===== config.mk =====
export PLATFORM = sky130hd
export DESIGN_NAME = oam_dma
export DESIGN_NICKNAME = d
export VERILOG_FILES = /design/src/rtl/oam_dma_pkg.sv /design/src/rtl/oam_dma.sv
export SDC_FILE = /design/constraint.sdc
export NUM_CORES = 1
export LEC_CHECK = 0
export ABC_CLOCK_PERIOD_IN_PS = 2950
export BUFFER_PORTS_ARGS = -buffer_cell sky130_fd_sc_hd__buf_2
export CAP_MARGIN = 20
export CORE_MARGIN = 2
export CORE_UTILIZATION = 35
export CTS_CLUSTER_SIZE = 14
export DETAILED_ROUTE_END_ITERATION = 16
export PLACE_DENSITY = 0.6
export SYNTH_ARGS = -nofsm -noshare
export SYNTH_HDL_FRONTEND = slang
export SYNTH_SLANG_ARGS = --single-unit

===== constraint.sdc =====
create_clock -name clk -period 2.95 [get_ports clk]
set_input_delay 0.59 -clock clk [delete_from_list [all_inputs] [get_ports clk]]
set_output_delay 0.59 -clock clk [all_outputs]
set_load 0.01 [all_outputs]

===== src/rtl/oam_dma_pkg.sv =====
// Shared PPU definitions for the OAM DMA controller: state encoding and transfer timing constants.
package oam_dma_pkg;

   typedef logic [2:0] dma_state_t;

   localparam dma_state_t ST_IDLE  = 3'd0;
   localparam dma_state_t ST_HALT  = 3'd1;
   localparam dma_state_t ST_ALIGN = 3'd2;
   localparam dma_state_t ST_READ  = 3'd3;
   localparam dma_state_t ST_WRITE = 3'd4;

   localparam int DMA_LEN      = 256;
   localparam int DMA_CYC_EVEN = 513;
   localparam int DMA_CYC_ODD  = 514;

endpackage


===== src/rtl/oam_dma.sv =====
// Sprite DMA ($4014): stalls the CPU and copies one 256-byte page into OAM,
// alternating a bus read with an OAM write.
//
//   state | meaning
//   IDLE  | waiting for dma_trig; dma_done pulses here after a completed transfer
//   HALT  | first stolen CPU cycle
//   ALIGN | extra cycle when the trigger landed on an odd CPU cycle
//   READ  | bus read of {page, idx}
//   WRITE | OAM write of the byte read in the previous cycle, idx advances
module oam_dma
   import oam_dma_pkg::*;
(
   input  logic        clk,
   input  logic        rst_n,
   input  logic        dma_trig,
   input  logic [7:0]  dma_page,
   input  logic [7:0]  oam_base,
   input  logic        cpu_odd,
   output logic [15:0] mem_addr,
   output logic        mem_rd,
   input  logic [7:0]  mem_rdata,
   output logic        oam_en,
   output logic        oam_rw,
   output logic [5:0]  spr_select,
   output logic [1:0]  byte_select,
   output logic [7:0]  oam_data,
   output logic        cpu_stall,
   output logic        dma_busy,
   output logic        dma_done
);

   dma_state_t state;
   logic [7:0] idx;
   logic [7:0] page;
   logic [7:0] base;
   logic       odd;
   logic       done_q;
   logic [7:0] oam_addr;

   always_ff @(posedge clk) begin
      if (!rst_n) begin
         state  <= ST_IDLE;
         idx    <= 8'h00;
         page   <= 8'h00;
         base   <= 8'h00;
         odd    <= 1'b0;
         done_q <= 1'b0;
      end else begin
         done_q <= 1'b0;
         case (state)
            ST_IDLE: begin
               if (dma_trig) begin
                  page  <= dma_page;
                  base  <= oam_base;
                  odd   <= cpu_odd;
                  idx   <= 8'h00;
                  state <= ST_HALT;
               end
            end
            ST_HALT:  state <= odd ? ST_ALIGN : ST_READ;
            ST_ALIGN: state <= ST_READ;
            ST_READ:  state <= ST_WRITE;
            ST_WRITE: begin
               idx <= idx + 8'd1;
               if (idx == 8'(DMA_LEN - 1)) begin
                  state  <= ST_IDLE;
                  done_q <= 1'b1;
               end else begin
                  state <= ST_READ;
               end
            end
            default: state <= ST_IDLE;
         endcase
      end
   end

   // OAM address wraps at 8 bits so a non-zero OAMADDR rotates the sprite table
   assign oam_addr = base + idx;

   always_comb begin
      mem_rd      = 1'b0;
      mem_addr    = 16'h0000;
      oam_en      = 1'b0;
      oam_rw      = 1'b1;
      oam_data    = 8'h00;
      spr_select  = 6'h00;
      byte_select = 2'h0;
      if (state == ST_READ) begin
         mem_rd   = 1'b1;
         mem_addr = {page, idx};
      end
      if (state == ST_WRITE) begin
         oam_en      = 1'b1;
         oam_rw      = 1'b0;
         oam_data    = mem_rdata;
         spr_select  = oam_addr[7:2];
         byte_select = oam_addr[1:0];
      end
   end

   assign cpu_stall = (state != ST_IDLE);
   assign dma_busy  = (state != ST_IDLE);
   assign dma_done  = done_q;

endmodule


# After elaboration in Yosys (flattened, before gate mapping)
# Index checks and enable logic that the tools add are counted.
[word_totals]
ff_bits = 29
[classes]
n_addsub = 2
n_eq_ne = 6
reduce_logical = 6
mux = 14
[ops]
columns = ["operator", "n"]
rows = [
  ["16-bit two-way mux", 1],
  ["8-bit two-way mux", 2],
  ["8-bit case mux with 2 select lines", 1],
  ["3-bit case mux with 5 select lines", 1],
  ["8-bit by 1-bit adder with 8-bit output, second input constant", 1],
  ["8-bit adder", 1],
  ["8-bit == test, second input constant", 1],
  ["3-bit by 2-bit == test with 1-bit output, second input constant", 2],
  ["6-bit two-way mux", 1],
  ["2-bit AND reduction", 3],
  ["1-bit two-way mux", 5],
  ["2-bit two-way mux", 2],
  ["3-bit by 1-bit == test with 1-bit output, second input constant", 1],
  ["3-bit == test, second input constant", 1],
  ["3-bit logical NOT", 1],
  ["3-bit two-way mux", 1],
  ["3-bit nonzero test", 1],
  ["2-bit inequality test, second input constant", 1],
  ["2-bit nonzero test", 1],
]

# Longest topological paths before layout
[logic_depth]
ltp_word = 3
depth_mapped = 6
depth_no_buf = 6

# Worst setup path after synthesis
# No wires, ideal clock.
[synth_timing]
path_type = "reg-to-output"
start = "reg idx[0]"
end = "out spr_select[2]"
arrival_ps = 1602
path_stages_with_launch = 6
path_slack_ps = 758
required_ps = 2360
path_buffers = 0
cell_sequence = "dfxtp_1 -> ha_1 -> fa_1 -> a21oi_1 -> o21ai_0 -> nor3b_1"
[synth_between]
elab_chain_len = 2
[synth_rtl]
columns = ["element", "line", "rtl"]
rows = [
  ["start: declaration", "oam_dma.sv:33", "logic [7:0] idx;"],
  ["start signal: assignment", "oam_dma.sv:64", "idx <= idx + 8'd1;"],
  ["8-bit adder", "oam_dma.sv:78", "assign oam_addr = base + idx;"],
  ["6-bit two-way mux", "oam_dma.sv:92", "if (state == ST_WRITE) begin"],
  ["end: declaration", "oam_dma.sv:24", "output logic [5:0] spr_select,"],
]
# No other way between the ends.

# Final worst setup path
[layout_timing]
start = "reg idx[0]"
end = "out spr_select[4]"
# Same word-level chain as after synthesis.

==> metrics.md <==
| Metric | Value |
|---|---|
| Library cells used by synthesis | `44` |
| CP max stage delay | `between 0.4 and 0.5 ns` |
| Synth top area cells | `dfxtp_1, nand2_1, a21oi_1, and3_1, ha_1` |
| Average size of a mapped cell | `between 7 and 8 um^2` |
| Total Power | `around 1000 uW` |
| Register area share after synthesis | `0.340` |
| Yosys top cell area share | `0.340` |
| Synthesized Nets | `261` |
| Diodes inserted | `0` |
| Initial Util | `0.362` |
| Routability cong. | `~0.83` |
| Sw Share | `0.326` |
| Die width | `around 74 um` |
| Register bit count reported by yosys | `29` |
| Starting DRT DRC Count | `approximately 110` |
| Static Leakage | `approximately 0.0011 uW` |
| Die Height | `73.9 um` |
| Final Critical Period | `2.70 ns` |
| Io pins | `66` |
| Delay-heaviest family, CP | `adder cells` |
| Share of cells above drive strength 1 | `0.280` |
| First-pass GRT wire length | `7130 um` |
| P per Cell Area | `approximately 470 nW/um^2` |
| Slew headroom | `0.517` |
| Number of synthesized flops with an enable pin | `0` |
| Max Slew Vio Count | `0` |
| Hold Crit Endpoint | `page[6]` |
| Leading area contributor after synthesis | `dfxtp_1` |
| Status | `finished, final reports clean` |
| Worst hold margin | `around 0.45 ns` |
| Post-CTS Setup Bufs | `0` |
| Crit path depth | `7` |
| Register-to-Register Path Depth | `6` |
| Sink Count | `29` |
| Total grt overflow | `0` |
| Crit path buffers/inverters | `1` |
| CP max FO | `6` |
| Final WL | `~4400 um` |
| Die Area | `about 5500 um^2` |
| RSZ-0062 raised after global routing | `no` |
| Max-Cap Viols | `0` |
| Hold_buf cts | `0` |
| Leading cell type in the layout, fill and taps excluded | `buf_2` |
| P&R area growth vs syn | `26.4%` |
| Largest net degree at the start of global routing | `25` |
| Post-route ant nets | `0` |
| R2r endpoint | `idx[4]` |
| FFs w/ async S/R, synth | `0` |
| Power share of the sequential group | `0.446` |
| Mapped cell area | `approximately 1700 um^2` |
| WHS Path Cells | `2` |
| Vias in the first global route | `1,477` |
| Fin Setup TNS | `0 ns` |
| Most frequent cells in the layout | `buf_2, nand2_1, dfxtp_1` |
| Net Sw Power | `roughly 330 uW` |
| Int Pwr | `a little under 700 uW` |
| Post-cts resize count | `0` |
| Combinational power share | `0.250` |
| Worst-Skew Late Latency | `0.28 ns` |
| Tot GR Track Use | `0.173` |
| WP data required | `~2.4 ns` |
| CTS H-tree depth | `2` |
| Final Cycle Share | `0.914` |
| Nets | `322` |
| Ys flop type | `dfxtp_1` |
| CP Capture Type | `output pin` |
| Final setup viols | `0` |
| Mapped Cells | `224` |
| R2R setup slack | `0.87 ns` |
| Worst vdd ir | `~0.26 mV` |
| Via count | `between 1,500 and 2,000` |
| Standard-cell rows | `25` |
| Clock skew | `0.00567 ns` |
| Setup CP Type | `flop to output pin` |
| Hold path start | `page[6]` |
| WL/cell | `approximately 13 um` |
| Core area | `~4700 um^2` |
| Clock Path Buffers | `2` |
| Worst slew pin tran | `roughly 0.72 ns` |
| Final hold vios | `0` |
| Port Buf Inserts | `65` |
| TritonCTS clock tree | `yes` |
| WP data arrival | `about 2.1 ns` |
| Num CTS Buffers | `5` |
| First-pass DRT Iterations | `5` |
| Initial antenna violation count | `0` |
| Worst Hold Class | `flop to flop` |
| Critical path startpoint category | `flop` |
| Vias per cell | `between 4 and 5` |
| Clk slew on worst S/H paths | `approximately 0.060 ns` |
| Yosys warning count | `0` |
| Worst flop-to-flop path startpoint | `state[2]` |
| Dpl hpwl | `around 3200 um` |
| Crit-path cells | `ha_1, fa_1, a21oi_1, o21ai_0, nand4b_1, o211ai_1, buf_2` |
| Clock power share | `0.304` |
| Root Buffer | `clkbuf_8` |
| Worst path slowest cell | `fa_1` |
| DR DRC count | `0` |
| Highest Clock Rate | `about 370 MHz` |
-- worst register-to-register path: stages, from the launching register on --
cell	delay, ns
dfxtp_1	0.43
or3b_4	0.51
inv_1	0.35
buf_4	0.24
nand4_1	0.11
mux2_2	0.30
nor2_1	0.09
-- state kept, by name, summed over array words and instances, names as in the netlist --
name	count
odd	1
base	8
dma_done	1
state	3
page	8
idx	8
-- cell usage after synthesis, drive strengths merged (5+ instances only) --
cell and count:
clkbuf 9, and2 11, buf 5, a21oi 24, o21ai 9, dfxtp 29
nor2 13, and3 17, nor3b 6, ha 8, nand2 46
-- worst max path at each step --
stage | start | to | slack (ns)
2_1_floorplan | idx[0] | spr_select[2] | 0.76
3_3_place_gp | idx[0] | spr_select[4] | 0.61
3_5_place_dp | idx[0] | spr_select[4] | 0.58
4_1_cts | idx[0] | spr_select[4] | 0.26
5_1_grt | idx[0] | spr_select[4] | 0.14
6_report | idx[0] | spr_select[4] | 0.25
-- stage by stage --
| stage | cells | setup WS (ns) | cell area [um^2] | util |
|---|---|---|---|---|
| after global placement | 345 | 0.610 | 2080 | 0.440 |
| after detailed placement | 345 | 0.581 | 2080 | 0.440 |
| after CTS | 353 | 0.264 | 2160 | 0.457 |
| final | 353 | 0.253 | 2160 | 0.457 |
| after global routing | 353 | 0.137 | 2160 | 0.457 |
| after floorplan | 224 | 0.758 | 1710 | - |
-- per-layer routing --
layer  track usage  wire length (um)
met1         0.229              2030
met2         0.262              2080
met4        0.0586                88
met5             0                 0
met3        0.0590               239
-- kinds of logic after synthesis --
logic type / after synthesis / synth area share
buffers and inverters: 19 / 0.0468
muxes: 4 / 0.0242
xor gates and xnor gates: 2 / 0.0103
AOI/OAI and AO/OA: 49 / 0.174
adders and majority gates: 9 / 0.0703
and+or+nand+nor: 112 / 0.335
DFF: 29 / 0.340
-- power by group through the flow --
stage / registers, uW / clock network [uW] / logic [uW]
global route: 462 / 344 / 290
floorplan: 456 / 0 / 192
finish: 456 / 312 / 256
detailed placement: 465 / 0 / 258
CTS: 457 / 323 / 257
global placement: 464 / 0 / 259
-- area by class of cell --
cell class	count	area, um^2
clock buffer	8	80.1
fill	500	2560
inverter	5	18.8
multi-input combinational	176	1050
sequential	29	581
tap	67	83.8
timing repair buffer	68	348
No activity file was read; power rests on OpenSTA's default activity.
